`src/rtl/b_stage_pipe.sv`:
```
// Branch stage: looks up a per-destination SubPS flag, merges it into the packet
// and steers the packet to output channel a or b through a two-deep pipeline.
module b_stage_pipe #(
  parameter int PW       = 38,
  parameter int DEST_LSB = 20,
  parameter int AW       = 6,
  parameter int BR_BIT   = 18,
  parameter int MF_BIT   = 18
) (
  input  logic          CP,
  input  logic          MR,
  input  logic [PW-1:0] PACKET_IN,
  input  logic          Send_in,
  output logic          Ack_out,
  output logic [PW-1:0] PACKET_OUT_a,
  output logic          Send_out_a,
  input  logic          Ack_in_a,
  output logic [PW-1:0] PACKET_OUT_b,
  output logic          Send_out_b,
  input  logic          Ack_in_b,
  input  logic          TBL_WE,
  input  logic [AW-1:0] TBL_ADDR,
  input  logic          TBL_WD,
  output logic          INIT_BUSY
);

  localparam int DEPTH = 2 ** AW;

  typedef enum logic {INIT, RUN} state_t;

  state_t        state, state_next;
  logic          run;
  logic [AW-1:0] clr_ptr;
  logic          tbl [DEPTH];

  logic          s1_valid;
  logic [PW-1:0] dl1;
  logic          ch1;
  logic          mf1;
  logic          s1_move;
  logic          accept;
  logic [PW-1:0] merged;

  always_ff @(posedge CP) begin
    if (MR) state <= INIT;
    else    state <= state_next;
  end

  always_comb begin
    state_next = state;
    case (state)
      INIT:    if (clr_ptr == {AW{1'b1}}) state_next = RUN;
      RUN:     state_next = RUN;
      default: state_next = INIT;
    endcase
  end

  always_comb begin
    run       = (state == RUN);
    INIT_BUSY = (state == INIT);
  end

  always_ff @(posedge CP) begin
    if (MR)                   clr_ptr <= '0;
    else if (state == INIT)   clr_ptr <= clr_ptr + AW'(1);
  end

  // Table clear and runtime writes share one port; the read samples the old
  // contents, so a write and a read to the same entry on one edge returns the old flag.
  always_ff @(posedge CP) begin
    if (!MR && state == INIT)         tbl[clr_ptr]  <= 1'b0;
    else if (!MR && run && TBL_WE)    tbl[TBL_ADDR] <= TBL_WD;
    if (accept)                       mf1 <= tbl[PACKET_IN[DEST_LSB +: AW]];
  end

  always_comb begin
    s1_move = s1_valid && (ch1 ? (!Send_out_b || Ack_in_b) : (!Send_out_a || Ack_in_a));
    Ack_out = run && (!s1_valid || s1_move);
    accept  = Send_in && Ack_out;
    merged  = dl1;
    merged[MF_BIT] = mf1;
  end

  always_ff @(posedge CP) begin
    if (MR) begin
      s1_valid <= 1'b0;
      dl1      <= '0;
      ch1      <= 1'b0;
    end else if (accept) begin
      s1_valid <= 1'b1;
      dl1      <= PACKET_IN;
      ch1      <= PACKET_IN[BR_BIT];
    end else if (s1_move) begin
      s1_valid <= 1'b0;
    end
  end

  // Each channel register holds its packet until the consumer acknowledges it.
  always_ff @(posedge CP) begin
    if (MR) begin
      Send_out_a   <= 1'b0;
      PACKET_OUT_a <= '0;
      Send_out_b   <= 1'b0;
      PACKET_OUT_b <= '0;
    end else begin
      if (s1_move && !ch1) begin
        Send_out_a   <= 1'b1;
        PACKET_OUT_a <= merged;
      end else if (Ack_in_a) begin
        Send_out_a   <= 1'b0;
      end
      if (s1_move && ch1) begin
        Send_out_b   <= 1'b1;
        PACKET_OUT_b <= merged;
      end else if (Ack_in_b) begin
        Send_out_b   <= 1'b0;
      end
    end
  end

endmodule

```
`config.mk`:
```
export PLATFORM = sky130hd
export DESIGN_NAME = b_stage_pipe
export DESIGN_NICKNAME = d
export VERILOG_FILES = /design/src/rtl/b_stage_pipe.sv
export SDC_FILE = /design/constraint.sdc
export NUM_CORES = 1
export LEC_CHECK = 0
export CAP_MARGIN = 10
export CELL_PAD_IN_SITES_DETAIL_PLACEMENT = 1
export CELL_PAD_IN_SITES_GLOBAL_PLACEMENT = 2
export CORE_AREA = 2 2 156 158
export CTS_CLUSTER_SIZE = 14
export DETAILED_ROUTE_END_ITERATION = 16
export DIE_AREA = 0 0 158 160
export GPL_TIMING_DRIVEN = 0
export PLACE_DENSITY = 0.83
export SYNTH_ARGS = -nofsm -noshare
export SYNTH_HDL_FRONTEND = slang
export SYNTH_SLANG_ARGS = --single-unit
export TNS_END_PERCENT = 20
```
`constraint.sdc`:
```
create_clock -name CP -period 2.8 [get_ports CP]
set_input_delay 0.56 -clock CP [delete_from_list [all_inputs] [get_ports CP]]
set_output_delay 0.56 -clock CP [all_outputs]
set_load 0.005 [all_outputs]
```
==> impl_metrics.yaml <==
setup_path:
  critical_path.max_fanout: 3
  crit_family: "buffers and inverters"
  cp_slowest_cell: "clkdlybuf4s50_1"
  critical-path-max-stage-delay_ns: 0.50
  cp_cell_sequence: "clkdlybuf4s50_1 -> and3b_1 -> o21ai_4 -> and2_1 -> clkdlybuf4s50_1"
  crit_path_end_kind: "output pin"
  cp.arrival_ns: 2.18
  crit_required_ns: 2.24
  crit_type: "input port to output pin"
  crit_path_start_kind: "input port"
  critPathMostFrequentCell: "clkdlybuf4s50_1"
  worst-path-buf-inv: 2
yosys:
  yosysUniqueCellTypes: 47
  ys_ff_latch: 189
  synthesis.area_um2: 7470
  synth_simple_gate_area_share: 0.203
  async_flop_share: 0
  syn_inst: 782
  synth_compound_area_frac: 0.0999
  synth-xor-area-share: 0.00586
  synth.avg_cell_area_um2: 9.56
  synth_ff_type: "dfxtp_1"
  synth-edff-count: 65
  synth_mux_area_frac: 0.0636
  yosysWarnings: 0
  ys_seq_area_frac: 0.593
  synth_fa_ha_area_frac: 0.00167
  synth_top_family_by_area: "simple AND/OR/NAND/NOR gates"
  synth.net_count: 834
floorplanning:
  dieArea_um2: 25300
  io_pins: 131
  initial_core_util: 0.314
  num_rows: 57
  die_h_um: 160
  die_w_um: 158
  core_um2: 23800
power:
  power_switching_uw: 1320
  powerDensity_nw_per_um2: 559
  sequentialPowerShare: 0.519
  power.total_uw: 5450
  p_sw_frac: 0.242
  vdd_drop_max_mv: 0.265
  internal_power_uw: 4130
  power.share.clock: 0.438
  p_comb_frac: 0.043
  cellLeakagePower_uw: 0.00327
timing:
  min_period_ns: 2.74
  relSlewSlack: 0.328
  finalHoldViolCount: 0
  fmax_mhz: 365
  fin_ws_ns: 0.0602
  finalSetupViolations: 0
  rsz0062_at_grt: "false"
  hold_slack_ns: 0.457
  tightest_slew_ns: 1.01
  slew_violations: 0
  finalCritPeriodShare: 0.978
  clock-skew-final_ns: 0.0130
worst_hold_path:
  worstHoldPathType: "flop to flop"
grt:
  grt_max_degree: 65
  antenna_found_initial: 0
  grt_overflow: 0
  track_usage: 0.178
  grt_pass1_wl_um: 34300
  grt_pass1_vias: 6170
flow_run:
  maxCapViolCount: 0
route:
  wl_met2_um: 10900
  drtIter0Drc: 270
  wl_um: 22100
  dr.pass1.iters: 5
  wl_met1_um: 10100
  vias: 5992
  viasPerCell: 4.73
  wl_per_cell_um: 17.4
  postRouteAntennaNets: 0
  wl_met3_um: 741
  drc: 0
  highest_layer: "met4"
placed_design:
  dp_slack_ns: -0.290
  place_congestion: 0.775
  io_buffers: 128
  place_hpwl_um: 15700
  post_dp_cell_area_um2: 9160
cells_and_area:
  final_common_cell: "nand2_1"
  stdcell_area_um2: 9750
  final_util: 0.409
  nets: 981
  drive_gt1_frac: 0.0563
  layout_common_cells: "nand2_1, clkdlybuf4s50_1, dfxtp_1"
  syn2layout_area_growth_pct: 30.4
  fillers: 2738
  insertedDiodeCount: 0
clock_network:
  cts_tree: "done"
  postCtsSetupBuffers: 0
  cts_max_path_buffers: 2
  cts_hold_buffers: 0
  cts_made_buffers: 17
  clock_latency_ns: 0.44
  htree_num_levels: 4
  clk_pin_slew_worst_paths_ns: 0.07
  cts-root-buf: "clkbuf_16"
  cts.sinks: 189
run_status:
  status: "finished, final reports clean"
-- timing repair --
item                                    CTS  global route
resized for setup                         1             1
pin swaps                                 0             1
endpoints found under the setup margin    1             1
-- power by group through the flow --
| stage | sequential (µW) | clock (µW) | combinational (µW) |
|---|---|---|---|
| finish | 2830 | 2390 | 235 |
| global placement | 2890 | 0 | 236 |
| floorplan | 2890 | 0 | 112 |
| detailed placement | 2890 | 0 | 237 |
| global route | 2830 | 2550 | 255 |
| CTS | 2830 | 2440 | 239 |
-- worst min-delay path: stages, from the launching register on --
cell and delay (ns):
dfxtp_1 0.31, nand2_1 0.05, a21oi_1 0.05
-- logic make-up (layout without fill, tap and decap cells) --
family / count (synthesis) / in the layout
compound gates: 139 / 139
xor+xnor: 5 / 5
fa+ha+maj: 1 / 1
buf+inv: 51 / 211
flops: 189 / 189
mux: 24 / 24
simple gates: 373 / 373
-- layer usage --
metal / up-vias / GRT usage
li1: 2944 / -
met1: 2906 / 0.228
met2: 122 / 0.306
met3: 20 / 0.0326
met4: 0 / 0.0495
met5: - / 0
-- area by class of cell --
class                   instances  area (µm²)  share of cell area
inverters                       4        15.0             0.00154
clock buffers                  18         429              0.0440
plain buffers                  47         225              0.0231
well taps                     324         405              0.0416
multi-input cells             542        2810               0.288
clock inverters                14         145              0.0149
flip-flops and latches        189        4430               0.455
repair buffers                128        1280               0.131
-- synthesized netlist by cell type (2+ instances only) --
cell / n / area, µm²
nand2_1: 252 / 946
dfxtp_1: 124 / 2480
a21oi_1: 118 / 591
nor2_1: 76 / 285
edfxtp_1: 65 / 1950
clkbuf_1: 32 / 120
mux4_1: 12 / 315
nand3_1: 9 / 45.0
mux2i_1: 7 / 70.1
nand2b_1: 7 / 43.8
buf_2: 6 / 30.0
nor2b_1: 6 / 37.5
and3_1: 4 / 25.0
buf_1: 4 / 15.0
nand3b_1: 4 / 30.0
and3b_1: 3 / 26.3
inv_1: 3 / 11.3
mux4_2: 3 / 67.6
nor3_1: 3 / 15.0
o21ai_1: 3 / 15.0
o31ai_1: 3 / 22.5
or3_1: 3 / 18.8
xor2_1: 3 / 26.3
a31oi_1: 2 / 12.5
and2_1: 2 / 12.5
mux2_2: 2 / 22.5
nor3b_1: 2 / 15.0
o21a_1: 2 / 15.0
o21ai_0: 2 / 10.0
o22a_1: 2 / 17.5
xnor2_1: 2 / 17.5
-- registers in the layout (all words and copies together) (netlist names) --
name / flops
tbl: 64
PACKET_OUT_a: 38
PACKET_OUT_b: 38
dl1: 38
clr_ptr: 6
Send_out_a: 1
Send_out_b: 1
mf1: 1
run: 1
s1_valid: 1
-- per-stage QoR --
stage,instances,TNS (ns)
finish,1266,0
global route,1266,0
CTS,1266,0
detailed placement,1234,-20.29
global placement,1234,-57.90
floorplan,782,0
-- worst paths after layout --
kind                    startpoint          endpoint  slack, ns  cells past startpoint
setup / recovery          Ack_in_b           Ack_out       0.06                      5
hold / removal    PACKET_OUT_a[32]  PACKET_OUT_a[32]       0.46                      2
setup reg to reg               run            tbl[7]       0.51                      3
hold reg to reg   PACKET_OUT_a[32]  PACKET_OUT_a[32]       0.46                      2
Power figures use the tool's default switching activity.
